==> config.mk <==
export PLATFORM = sky130hd
export DESIGN_NAME = mod_mul_radix4_seq
export DESIGN_NICKNAME = d
export VERILOG_FILES = /design/src/rtl/mod_mul_radix4_seq.sv
export SDC_FILE = /design/constraint.sdc
export NUM_CORES = 1
export LEC_CHECK = 0
export BUFFER_PORTS_ARGS = -buffer_cell sky130_fd_sc_hd__buf_2
export CORE_UTILIZATION = 55
export CTS_CLUSTER_DIAMETER = 80
export CTS_CLUSTER_SIZE = 10
export DETAILED_ROUTE_END_ITERATION = 8
export GPL_TIMING_DRIVEN = 0
export PLACE_DENSITY = 0.74
export SLEW_MARGIN = 15
export SYNTH_ARGS = -nofsm -noshare
export SYNTH_HDL_FRONTEND = slang
export SYNTH_SLANG_ARGS = --single-unit
==> constraint.sdc <==
create_clock -name iClk -period 37.9 [get_ports iClk]
set_input_delay 7.58 -clock iClk [delete_from_list [all_inputs] [get_ports iClk]]
set_output_delay 7.58 -clock iClk [all_outputs]
set_load 0.02 [all_outputs]
==> src/rtl/mod_mul_radix4_seq.sv <==
// Sequential modular multiplier, MSB-first radix-4 interleaved.
// acc = (4*acc + d*B) mod Q per 2-bit digit of A.
module mod_mul_radix4_seq #(
  parameter int BITWIDTH = 16
) (
  input  logic                iClk,
  input  logic                iRst,
  input  logic                iEn,
  input  logic                iClr,
  input  logic                iStart,
  input  logic [BITWIDTH-1:0] iA,
  input  logic [BITWIDTH-1:0] iB,
  input  logic [BITWIDTH-1:0] iQ,
  output logic                oReady,
  output logic                oValid,
  output logic [BITWIDTH-1:0] oData
);

  localparam int NDIGIT = BITWIDTH / 2;
  localparam int CW = $clog2(NDIGIT);
  localparam logic [CW-1:0] LAST = CW'(NDIGIT - 1);

  typedef enum logic {
    IDLE = 1'b0,
    RUN  = 1'b1
  } state_t;

  state_t state;
  logic [BITWIDTH-1:0] aReg;
  logic [BITWIDTH-1:0] bReg;
  logic [BITWIDTH-1:0] qReg;
  logic [BITWIDTH-1:0] accReg;
  logic [CW-1:0] cnt;

  logic [1:0] dig;
  logic [BITWIDTH:0] qExt;
  logic [BITWIDTH:0] bExt;
  logic [BITWIDTH:0] s1;
  logic [BITWIDTH:0] r1;
  logic [BITWIDTH:0] s2;
  logic [BITWIDTH:0] r2;
  logic [BITWIDTH:0] s3;
  logic [BITWIDTH:0] r3;
  logic [BITWIDTH:0] s4;
  logic [BITWIDTH-1:0] accNext;

  // One extra bit keeps 2*t and t+B exact before each reduction.
  always_comb begin
    dig = aReg[BITWIDTH-1 -: 2];
    qExt = {1'b0, qReg};
    bExt = {1'b0, bReg};
    s1 = {accReg, 1'b0};
    r1 = (s1 >= qExt) ? s1 - qExt : s1;
    s2 = r1 + (dig[1] ? bExt : '0);
    r2 = (s2 >= qExt) ? s2 - qExt : s2;
    s3 = r2 << 1;
    r3 = (s3 >= qExt) ? s3 - qExt : s3;
    s4 = r3 + (dig[0] ? bExt : '0);
    accNext = BITWIDTH'((s4 >= qExt) ? s4 - qExt : s4);
  end

  always_ff @(posedge iClk) begin
    if (iRst || iClr) begin
      state  <= IDLE;
      aReg   <= '0;
      bReg   <= '0;
      qReg   <= '0;
      accReg <= '0;
      cnt    <= '0;
      oData  <= '0;
      oValid <= 1'b0;
      oReady <= 1'b1;
    end else if (iEn) begin
      unique case (state)
        IDLE: begin
          oValid <= 1'b0;
          if (iStart) begin
            aReg   <= iA;
            bReg   <= iB;
            qReg   <= iQ;
            accReg <= '0;
            cnt    <= '0;
            state  <= RUN;
            oReady <= 1'b0;
          end
        end
        RUN: begin
          aReg   <= {aReg[BITWIDTH-3:0], 2'b00};
          accReg <= accNext;
          cnt    <= cnt + CW'(1);
          if (cnt == LAST) begin
            oData  <= accNext;
            oValid <= 1'b1;
            oReady <= 1'b1;
            state  <= IDLE;
          end
        end
        default: state <= IDLE;
      endcase
    end
  end

endmodule

==> impl.org, run 1 <==
** Outcome
- Result of the run :: complete, no violations

** Die
- Overall die width :: 127 um
- Area of the die :: 16100 sq um
- In this run the core area contains 45 standard-cell rows.
- Overall die height :: 127 um
- Core Region :: 15200 sq um
- The initial utilization of the core area, before any placement, comes to 0.563.
- Count of boundary I/O pins :: 71

** Timing
- Of the available clock period, the critical path in the final layout requires 0.402.
- Setup repair after global routing left no endpoint under its margin.
- Summed over all failing endpoints, the final setup total negative slack is 0 ns.
- For the finished layout, the period the worst path requires is 15.22 ns.
- Hold Slack :: 0.454 ns
- Final worst clock skew :: 0.00907 ns
- Number of failing hold endpoints at the final stage :: 0
- Slew at the pin closest to its max-slew limit :: 1.01 ns
- In this run the tightest slew margin relative to its limit is 0.329.
- Setup violations remaining at the end of the flow were counted as 0.
- The count of pins over their slew limit is 0.
- Fin worst setup slack :: 22.68 ns
- Maximum clock frequency :: 0.0657 GHz

** Worst setup path
- On the critical path, the stage with the largest delay is an instance of sky130_fd_sc_hd__dfxtp_1.
- Startpoint class of the critical path :: flop
- Data arrives at the worst endpoint at 15.46 ns.
- At the worst endpoint, the required time is 38.15 ns.
- Start-to-end type of the worst setup path :: reg -> reg
- Largest fanout on the critical path :: 10
- Among the stages of the critical path, the cell type that occurs most often is sky130_fd_sc_hd__a21oi_1.
- Highest cell delay on the worst timing path :: 0.66 ns
- Category of the worst setup path capture point :: flop

** Synthesis
- Sorting the synthesized cells by area gives the leading types as sky130_fd_sc_hd__dfxtp_1 20%, sky130_fd_sc_hd__ha_1 14%, sky130_fd_sc_hd__a21oi_1 6.8%, sky130_fd_sc_hd__nand2_1 6.0%, sky130_fd_sc_hd__xnor2_1 4.3%.
- Summing every instance area after synthesis gives 8560 sq um.
- The Yosys step of the flow raised 0 warnings.
- Mean area per synthesized cell :: 7.65 sq um
- For this run, the register share of the synthesized area comes to 0.201.
- The synthesized-area fraction occupied by ao, oa, aoi and oai cells came to 0.262.
- Count of flip-flops with a built-in enable after synthesis :: 0
- After synthesis, the share of cell area in mux cells is 0.0424.
- Net Count, Synth :: 1277
- Flip-flop and latch count after synthesis :: 86
- Fraction of post-synthesis cell area in the top cell type by area :: 0.201
- Main flop type after synthesis :: sky130_fd_sc_hd__dfxtp_1
- Simple-gate share of the synthesized area :: 0.219
- Of the total synthesized cell area, the portion taken by full adders, half adders and majority gates is 0.159.
- Unique masters post-synth :: 73
- Share of async-settable or async-resettable flops after synthesis :: 0
- Of the total synthesized cell area, the portion taken by XOR and XNOR cells is 0.0696.
- Main combinational cell family by area after synthesis :: compound AO/OA/AOI/OAI gates
- Post-Syn Instances :: 1119
- Cell type contributing the most total cell area after synthesis :: sky130_fd_sc_hd__dfxtp_1

** Clock tree
- The number of hold buffers added after CTS was 0.
- Post-CTS setup buffers :: 0
- Clock tree synthesis selected as its root buffer the cell sky130_fd_sc_hd__clkbuf_16.
- Post-cts gate resize count :: 0
- Clock Pin Slew Worst Setup and Hold Paths :: 0.06 ns
- Latest clock arrival within the worst-skew pair :: 0.35 ns
- TritonCTS clock tree :: built
- The clock passes through at most 2 buffers.
- Clock tree synthesis found a total of 86 sinks.
- Number of buffers added by the clock tree synthesis step :: 9
- H-tree depth :: 3

** Final layout
- Summing all multi-input logic gate instances after layout gives 6440 sq um.
- Fill cell instance count of the final layout :: 1432
- Area Growth Syn to Fin :: 10.8%
- The number of antenna diodes in the final layout is 0.
- After the last flow step, the layout net total stands at 1358.
- Storage cell area :: 1720 sq um
- Non-Filler Instances :: 1393
- Of the cells placed in the final design, the portion with a size suffix greater than 1 is 0.106.

** Global routing
- In the global route stage, overall resource usage came out at 0.329.
- Global-route wire length before repair :: 40.8 mm
- Overflow left after global routing :: 0
- The number of antenna violations at the first check in global routing came to 0.
- Largest net degree at the start of global routing :: 17
- Vias in the first global route :: 7875

** Placed design
- Half-perimeter wire length of the detailed placement result :: 20.7 mm
- During placement, the flow inserted port buffers numbering 70.
- Instance count after placement with tap cells included :: 1377
- Routability-driven placement finished with a final weighted congestion of 1.01.
- At the placement stage, the worst setup path has a slack of 23.09 ns.

** Drt
- Wire length per cell :: 18.8 um
- Using the TritonRoute via totals, the vias-per-cell ratio works out to 6.11.
- The first detailed-routing pass ran for 5 iterations.
- Total DRC errors in the routed layout :: 0
- In this run, the number of DRC markers left after iteration 0 of detailed routing was 660.
- Final ANT Viol Nets :: 0
- Summing over every cut layer, the via total after detailed routing is 8517.
- Final wirelength :: 26.1 mm

** Job
- Max-cap violations in this run came to 0.

** Min path
- Hold/Removal Path Class :: reg -> reg
kinds of logic after synthesis:
logic type               after synthesis
AO/OA/AOI/OAI                        332
XOR/XNOR                              68
buffers and inverters                104
multiplexers                          34
flip-flops                            86
AND/OR/NAND/NOR                      390
adder cells (fa/ha/maj)              105
area by class of cell:
| class | instances | share of cell area |
|---|---|---|
| Buffer | 42 | 0.0177 |
| Clock buffer | 10 | 0.0252 |
| Clock inverter | 6 | 0.0106 |
| Inverter | 62 | 0.0245 |
| Multi-Input combinational cell | 929 | 0.679 |
| Sequential cell | 86 | 0.181 |
| Tap cell | 188 | 0.0248 |
| Timing Repair Buffer | 70 | 0.0369 |
final timing paths:
path,from,end,slack (ns),cells past startpoint
worst max register to register,qReg[1],accReg[3],22.68,61
worst max-delay path,qReg[1],accReg[3],22.68,61
worst min register to register,qReg[9],qReg[9],0.45,2
worst min-delay path,qReg[9],qReg[9],0.45,2
flip-flops by register name, indices dropped and copies added (netlist names):
signal / flops
accReg: 16
oValid: 1
oData: 16
oReady: 1
qReg: 16
aReg: 16
cnt: 3
state: 1
bReg: 16
cell usage after synthesis, types with 6 or more instances:
library cell               number
sky130_fd_sc_hd__and3_1        10
sky130_fd_sc_hd__xor2_1        26
sky130_fd_sc_hd__or2_2          8
sky130_fd_sc_hd__mux2i_1       16
sky130_fd_sc_hd__a211oi_1      18
sky130_fd_sc_hd__o21ai_0       39
sky130_fd_sc_hd__a32o_1        20
sky130_fd_sc_hd__o21bai_1      10
sky130_fd_sc_hd__o21a_1        11
sky130_fd_sc_hd__xnor2_1       42
sky130_fd_sc_hd__and2_1        34
sky130_fd_sc_hd__a21oi_1      117
sky130_fd_sc_hd__nor4_1         6
sky130_fd_sc_hd__inv_1         62
sky130_fd_sc_hd__nand2b_1       9
sky130_fd_sc_hd__or4_1          6
sky130_fd_sc_hd__nor2_1        87
sky130_fd_sc_hd__fa_1           6
sky130_fd_sc_hd__dfxtp_1       86
sky130_fd_sc_hd__or3_1          7
sky130_fd_sc_hd__nand3_1       17
sky130_fd_sc_hd__ha_1          99
sky130_fd_sc_hd__a21o_1        20
sky130_fd_sc_hd__o31ai_1       15
sky130_fd_sc_hd__nand2_1      138
sky130_fd_sc_hd__o211ai_1      16
sky130_fd_sc_hd__nor2b_1       21
sky130_fd_sc_hd__clkbuf_1      35
sky130_fd_sc_hd__a311o_1        8
sky130_fd_sc_hd__nor3_1        18
sky130_fd_sc_hd__mux2_2        18
sky130_fd_sc_hd__nand4_1       17
routing by layer:
| metal | global-route usage | wire [um] | vias up | share of wire |
|---|---|---|---|---|
| li1 | - | - | 4231 | - |
| met1 | 0.438 | 11500 | 3926 | 0.44 |
| met2 | 0.525 | 11500 | 309 | 0.44 |
| met3 | 0.0502 | 2110 | 51 | 0.081 |
| met4 | 0.152 | 1080 | 0 | 0.041 |
| met5 | 0 | 0 | - | 0 |
layout by cell type (no fill, tap or decap), types with 10 or more instances in the layout:
cell type                  count
sky130_fd_sc_hd__nand4_1      17
sky130_fd_sc_hd__nor2b_1      21
sky130_fd_sc_hd__and2_1       34
sky130_fd_sc_hd__nor3_1       18
sky130_fd_sc_hd__clkbuf_1     35
sky130_fd_sc_hd__mux2_2       18
sky130_fd_sc_hd__ha_1         99
sky130_fd_sc_hd__o21bai_1     10
sky130_fd_sc_hd__a211oi_1     18
sky130_fd_sc_hd__o211ai_1     16
sky130_fd_sc_hd__xor2_1       26
sky130_fd_sc_hd__o21a_1       11
sky130_fd_sc_hd__a32o_1       20
sky130_fd_sc_hd__o21ai_0      39
sky130_fd_sc_hd__a21o_1       20
sky130_fd_sc_hd__dfxtp_1      86
sky130_fd_sc_hd__nand3_1      17
sky130_fd_sc_hd__a21oi_1     117
sky130_fd_sc_hd__and3_1       10
sky130_fd_sc_hd__nand2_1     138
sky130_fd_sc_hd__nor2_1       87
sky130_fd_sc_hd__xnor2_1      42
sky130_fd_sc_hd__inv_1        62
sky130_fd_sc_hd__mux2i_1      16
sky130_fd_sc_hd__buf_2        72
sky130_fd_sc_hd__o31ai_1      15
worst max-delay path, delay by kind of cell, from the launching register on:
family                     cells  cell delay [ns]
buffers and inverters         10             2.69
DFF                            1             0.66
adders and majority gates      7             2.24
xor gates and xnor gates       1             0.23
and+or+nand+nor               12             2.29
muxes                          1             0.30
AOI/OAI and AO/OA             30             6.68
stage by stage:
stage	util	area [sq um]
after floorplan	-	8560
after global placement	0.602	9150
after detailed placement	0.602	9150
after CTS	0.624	9490
after global routing	0.624	9490
final	0.624	9490
Power of run 1 is left out: the tool's default activity adds up to more than one toggle a clock period on the data nets, which glitch-free logic cannot reach.
==> inputs of run 2 (changes only) <==
PLACE_DENSITY = 0.77   (was 0.74)
clock period = 13 ns   (was 37.9 ns; I/O delays follow)
==> run 2 against run 1 <==
  * Utilization increased by 3.1 points
  * Register-to-register slack worse by 22 ns
  * Highest routed layer unchanged
  * Non-clock buffer count up 17
  * Critical path type unchanged
  * Sequential share of layout area shrank 0.82 points
  * Clock skew about the same
  * Critical endpoint is now accReg[15]
  * First-iteration DRC count is 22% higher
  * Via count is 4.1% higher
  * Cell count increased by 1.2%
  * Die area unchanged
  * Clock-buffer cell count decreased by 1
  * Maximum frequency up 19%
==> impl.org, run 2 (synthesized netlist as in run 1, its figures left out) <==
** Timing
- The portion of the clock cycle consumed by the worst path in the final layout was 0.980 (+0.579).
- Maximum clock frequency :: 0.0785 GHz (+19%)
- The shortest clock period the worst path allows after layout was 12.74 ns (-2.48 ns).
- Total Neg Setup Slack :: 0 ns (unchanged)
- The setup violation total in the final timing report was 0 (unchanged).
- The worst slew slack as a fraction of its limit came to 0.437 (+0.109).
- Slew at the pin closest to its max-slew limit :: 0.844 ns (-0.163 ns)
- Hold Slack :: 0.449 ns (-0.00499 ns)
- Final worst clock skew :: 0.00929 ns (+0.000215 ns)
- The final hold violation count was 0 (unchanged).
- The count of pins over their slew limit was 0 (unchanged).

** Placed design
- The detailed placer's ending HPWL was 20.7 mm (about the same).
- The number of buffers inserted by port buffering came to 70 (unchanged).
- Final estimated routing congestion in global placement :: 1.00 (-0.39%)
- The placement-stage cell area came to 9150 sq um (unchanged).

** Final layout
- The number of nets in the layout was 1375 (+1.3%).
- Area Growth Syn to Fin :: 16.4%
- Proportion of layout cells with a drive suffix above 1 :: 0.168 (+0.0615)
- Number of diodes added for antenna fixing :: 0 (unchanged)
- The post-layout instance area was 9960 sq um (+5.0%).
- The library cell used most frequently in the layout, excluding fill and tap cells, is sky130_fd_sc_hd__nand2_1.
- The top cell types in the final layout, fill and taps aside, are 138 x sky130_fd_sc_hd__nand2_1, 110 x sky130_fd_sc_hd__a21oi_1, 94 x sky130_fd_sc_hd__ha_1.

** Min path
- Hold/Removal Path Class :: reg -> reg
- The startpoint identified for the worst hold timing path is oReady.

** Worst setup path
- The cell that appears most often on the critical path is sky130_fd_sc_hd__a21o_1.
- STA classifies the critical path startpoint as a flop.
- The number of cells traversed by the worst register-to-register path is 57 (-6.6%).
- Critical Path End :: accReg[15]
- Launching element of the worst setup path :: qReg[11]
- Category of the worst setup path capture point :: flop
- Data arrival, critical path :: 12.98 ns (-2.48 ns)
- Start-to-end type of the worst setup path :: reg -> reg
- Critical path required time :: 13.24 ns (-24.91 ns)
- In this run the critical register-to-register path is captured at accReg[15].
- Largest fanout on the critical path :: 10 (unchanged)
- The worst register-to-register path begins at qReg[11].
- The delay of the slowest critical-path stage came to 0.54 ns (-0.12 ns).
- The slowest stage of the critical path belongs to the cell sky130_fd_sc_hd__or4b_4.
- R2r setup slk :: 0.26 ns (-22.42 ns)

** Clock tree
- The number of buffers created by CTS came to 9 (unchanged).
- Latest clock arrival within the worst-skew pair :: 0.35 ns (about the same)
- H-tree depth :: 3 (unchanged)
- The clock-pin slew reported for the worst setup and hold paths after clock tree synthesis came to 0.07 ns (about the same).
- TritonCTS built the clock tree.
- CTS Hold Bufs :: 0 (unchanged)
- Clock tree sinks :: 86 (unchanged)
- The number of buffers on the longest clock path is 2 (unchanged).
- Buffer type at the clock tree root :: sky130_fd_sc_hd__clkbuf_16

** Drt
- Wire length per cell :: 19.4 um (+3.1%)
- The post-route antenna net violation count came to 0 (unchanged).
- The detailed-route DRC error count is 0 (unchanged).
- Drt via density :: 6.29 (+2.9%)
- Final wirelength :: 27.3 mm (+4.4%)
- The total via count in the routed design is 8869 (+4.1%).
- The iteration-0 DRC count of the detailed router is 808 (+22%).
- Detailed-routing iteration count for the pre-antenna-repair pass :: 6 (+1)

** Die
- The area of the die came to 16100 sq um (unchanged).
- Initial core utilization :: 0.563 (unchanged)
- The vertical extent of the die came to 127 um (unchanged).
- The horizontal die dimension is 127 um (unchanged).
- The number of placed I/O pins is 71 (unchanged).
- The area of the placeable core was 15200 sq um (unchanged).
- Site row count :: 45 (unchanged)

** Global routing
- Largest net degree at the start of global routing :: 17 (unchanged)
- The first-pass GRT wire length was 41.4 mm (+1.5%).
- The overflow left after global routing is 0 (unchanged).
- Vias in the first global route :: 8090 (+2.7%)
- Antenna violations before repair :: 0 (unchanged)
- The total track usage was 0.332 (+0.00293).

** Job
- Number of maximum-capacitance violations :: 0 (unchanged)

** Outcome
- Result of the run :: complete, no violations
[run 2: cell types whose count changed in the layout (fill, tap and decap cells not counted), moves of 5 or more]
| cell | previous run | this run |
|---|---|---|
| sky130_fd_sc_hd__buf_4 | 2 | 22 |
| sky130_fd_sc_hd__o21ai_0 | 39 | 30 |
| sky130_fd_sc_hd__clkbuf_1 | 35 | 27 |
| sky130_fd_sc_hd__a21oi_1 | 117 | 110 |
| sky130_fd_sc_hd__o31ai_1 | 15 | 8 |
| sky130_fd_sc_hd__o31ai_2 | 0 | 7 |
| sky130_fd_sc_hd__a21oi_2 | 0 | 6 |
| sky130_fd_sc_hd__clkinvlp_4 | 0 | 5 |
| sky130_fd_sc_hd__ha_1 | 99 | 94 |
| sky130_fd_sc_hd__ha_4 | 0 | 5 |
[run 2: how the worst min path moves through the flow]
stage                      endpoint  slack, ns  depth (start not counted)
final                        oReady       0.45                          2
after global routing      oData[11]       0.48                          1
after CTS                    oReady       0.45                          2
after detailed placement     oReady       0.43                          2
after global placement       oReady       0.43                          2
after floorplan            qReg[10]       0.44                          2
[run 2: what timing repair did]
item                                    CTS  global route
buffers inserted                          5            14
pin swaps                                 4            12
endpoints found under the setup margin   32            32
gates resized for setup                  39            49
[run 2: per-stage QoR]
| step | setup slack (ns) | utilization | std cells |
|---|---|---|---|
| after global routing | -0.299 | 0.655 | 1410 |
| after floorplan | 0.889 | - | 1119 |
| final | 0.258 | 0.655 | 1410 |
| after global placement | -1.59 | 0.602 | 1377 |
| after detailed placement | -1.72 | 0.602 | 1377 |
| after CTS | 0.00298 | 0.636 | 1397 |
[run 2: area by class of cell]
| type | instances | area, sq um |
|---|---|---|
| Clock inverter | 7 | 103 |
| Inverter | 62 | 248 |
| Buffer | 40 | 190 |
| Sequential cell | 86 | 1730 |
| Multi-Input combinational cell | 929 | 6740 |
| Fill cell | 1343 | 5240 |
| Timing Repair Buffer | 89 | 493 |
| Tap cell | 188 | 235 |
| Clock buffer | 9 | 225 |
[run 2: layer usage]
| layer | GRT usage | vias to the layer above | wire length [um] |
|---|---|---|---|
| met2 | 0.552 | 388 | 12400 |
| met5 | 0 | - | 0 |
| met4 | 0.168 | 0 | 1300 |
| li1 | - | 4263 | - |
| met3 | 0.0637 | 80 | 2050 |
| met1 | 0.411 | 4138 | 11600 |
[run 2: critical path, delay by kind of cell (launching register included)]
family | cells | cell delay [ns]
buffers and inverters | 7 | 1.04
xor gates and xnor gates | 2 | 0.41
AOI/OAI and AO/OA | 27 | 5.52
adders and majority gates | 7 | 2.06
DFF | 1 | 0.38
muxes | 2 | 0.58
and+or+nand+nor | 12 | 2.59
Power of run 2 is left out for the same reason.
==> inputs of run 3 (changes only) <==
CORE_UTILIZATION = 45   (was 55)
PLACE_DENSITY = 0.65   (was 0.77)
REMOVE_ABC_BUFFERS = 1   (was not set)
==> run 3 against run 2 <==
  * Final area is 0.90% lower
  * Register-to-register slack better by 0.26 ns
  * Setup slack improved by 0.26 ns
  * Die area is 22% higher
  * Worst hold slack improved by 0.0086 ns
  * Via count down 5.9%
  * Critical path depth decreased by 3
  * Flip-flop and latch count did not move
  * Clock skew up 0.0070 ns
  * Maximum frequency increased by 2.1%
  * Global-route usage shrank 8.1 points
  * Cell count grew 1.3%
  * Largest cell class unchanged
  * Highest routed layer unchanged
==> impl.org, run 3 (synthesized netlist as in run 1, its figures left out) <==
** Outcome
- The flow ran to the end, and the final reports show no timing, DRC or antenna violations.

** Final layout
- Storage cell area :: 1730 sq um (about the same)
- In the layout the commonest cells are 138 x sky130_fd_sc_hd__nand2_1, 111 x sky130_fd_sc_hd__a21oi_1, 94 x sky130_fd_sc_hd__ha_1.
- Proportion of layout cells with a drive suffix above 1 :: 0.164 (-0.00374)
- The count of fill cells added during filler insertion came to 1850 (+38%).
- Non-Filler Instances :: 1429 (+1.3%)
- Design area :: 9870 sq um (-0.90%)
- The area growth from synthesis to layout is 15.3%.
- Leaving out fill and tap cells, the most frequent cell in the layout is sky130_fd_sc_hd__nand2_1.
- Combined area of the multi-input logic cells :: 6710 sq um (-0.46%)
- The number of nets in the layout was 1348 (-2.0%).
- The total inserted antenna cells was 0 (unchanged).

** Global routing
- The total track usage came to 0.251 (-0.0808).
- The overflow left after global routing came to 0 (unchanged).
- Global-route wire length before repair :: 39.3 mm (-5.1%)
- Vias in the first global route :: 7746 (-4.3%)
- The largest net degree at the start of global routing was 55 (+38).
- The number of antenna violations at the first check in global routing is 0 (unchanged).

** Placed design
- Count of input and output buffers :: 70 (unchanged)
- Instance count after placement with tap cells included :: 1384 (+0.51%)
- The placement-stage cell area is 9110 sq um (-0.45%).
- The worst setup timing slack at the placement stage came to -2.29 ns (-0.568 ns).
- Final estimated routing congestion in global placement :: 0.907 (-9.5%)
- Half-perimeter wire length of the detailed placement result :: 18.5 mm (-11%)

** Worst setup path
- The cell that appears most often on the critical path is sky130_fd_sc_hd__a21o_1.
- Data arrival, critical path :: 12.73 ns (-0.25 ns)
- Highest cell delay on the worst timing path :: 0.56 ns (+0.02 ns)
- Category of the worst setup path capture point :: flop
- The reg2reg setup slack was 0.52 ns (+0.26 ns).
- Start-to-end type of the worst setup path :: reg -> reg
- Startpoint class of the critical path :: flop
- The biggest fanout along the worst timing path came to 17 (+7).
- On the critical path, the stage with the largest delay is an instance of sky130_fd_sc_hd__or4b_4.
- Depth of the most critical reg-to-reg path :: 54 (-5.3%)
- The number of buffers and inverters on the critical path came to 4 (-3).
- Stages on worst setup path :: 54 (-5.3%)
- Cell family with most CP delay :: compound AO/OA/AOI/OAI gates
- Critical path required time :: 13.25 ns (about the same)

** Timing
- The shortest clock period the worst path allows after layout was 12.48 ns (-0.261 ns).
- Hold Slack :: 0.458 ns (+0.00861 ns)
- The count of pins over their slew limit is 0 (unchanged).
- The post-layout worst setup margin is 0.519 ns (+0.261 ns).
- The final hold violation count is 0 (unchanged).
- The measured slew at the worst slew-check pin was 1.09 ns (+0.243 ns).
- The worst slew slack as a fraction of its limit was 0.272 (-0.166).
- The setup violation total in the final timing report came to 0 (unchanged).
- Maximum clock frequency :: 0.0801 GHz (+2.1%)
- The final clock skew was 0.0163 ns (+0.00700 ns).
- Period Utilization, post-route :: 0.960 (-0.0201)

** Die
- The effective utilization at floorplan was 0.458 (-0.105).
- Area of the die :: 19600 sq um (+22%)
- The horizontal die dimension is 140 um (+10%).
- Site row count :: 50 (+11%)
- The number of placed I/O pins is 71 (unchanged).
- The area of the placeable core is 18700 sq um (+23%).
- Overall die height :: 140 um (+10%)

** Clock tree
- The tree is rooted in a sky130_fd_sc_hd__clkbuf_16.
- Number of buffers added by the clock tree synthesis step :: 9 (unchanged)
- The clock sink total is 86 (unchanged).
- Max Buffers Root-to-Sink :: 2 (unchanged)
- The clock latency of the later-clocked register in the worst-skew pair is 0.37 ns (+0.02 ns).
- Clock Pin Slew Worst Setup and Hold Paths :: 0.08 ns (about the same)
- TritonCTS clock tree :: built
- H-tree depth :: 3 (unchanged)

** Min path
- Worst Hold Depth :: 2 (unchanged)
- The path class of the tightest hold or removal check is reg -> reg.

** Drt
- The detailed-router iteration count before antenna repair came to 5 (-1).
- Total DRC errors in the routed layout :: 0 (unchanged)
- DRC violation total after the first TritonRoute iteration :: 579 (-28%)
- The total via count in the routed design was 8346 (-5.9%).
- Wire length per cell :: 17.2 um (-11%)
- The post-route antenna net violation count came to 0 (unchanged).
- Final wirelength :: 24.6 mm (-9.8%)
- The detail-routed via count per cell came to 5.84 (-7.1%).

** Job
- Number of maximum-capacitance violations :: 0 (unchanged)
[run 3: changes by cell type in the layout (fill, tap and decap cells not counted), sizes merged]
| cell | delta |
|---|---|
| clkinv | +2 |
| clkbuf | -30 |
| inv | +3 |
| clkinvlp | -3 |
| nor2 | +1 |
| or4b | +2 |
| bufinv | -2 |
[run 3: worst paths after layout]
path | start | to
worst max register to register | qReg[10] | oData[15]
worst min-delay path | qReg[3] | qReg[3]
worst min register to register | qReg[3] | qReg[3]
worst max-delay path | qReg[10] | oData[15]
[run 3: layout make-up]
class / count / area share
clock buffer: 9 / 0.0228
clock inverter: 7 / 0.00786
inverter: 62 / 0.0240
multi-input combinational: 932 / 0.680
sequential: 86 / 0.175
tap: 234 / 0.0297
timing repair buffer: 99 / 0.0612
[run 3: through the flow]
stage / TNS (ns) / util
finish: 0 / 0.528
global route: -0.669 / 0.528
CTS: 0 / 0.509
detailed placement: -66.12 / 0.487
global placement: -83.07 / 0.483
floorplan: 0 / -
[run 3: worst min-delay path, cell delays in order (launching register included)]
cell	delay (ns)
sky130_fd_sc_hd__dfxtp_1	0.31
sky130_fd_sc_hd__nand2_1	0.05
sky130_fd_sc_hd__a21oi_1	0.05
[run 3: metal layers]
layer	share of wire	vias to the layer above	routed length [um]	global-route usage
met5	0	-	0	0
met4	0.027	0	666	0.0902
met3	0.051	40	1250	0.0376
met2	0.46	223	11400	0.420
met1	0.46	3852	11300	0.328
li1	-	4231	-	-
[run 3: timing repair]
item,4_1_cts,5_1_grt
setup buffers,6,20
cloned,2,1
pin swaps,2,18
hold buffers,0,0
resized for setup,16,39
endpoints found under the setup margin,32,32
Power of run 3 is left out for the same reason.
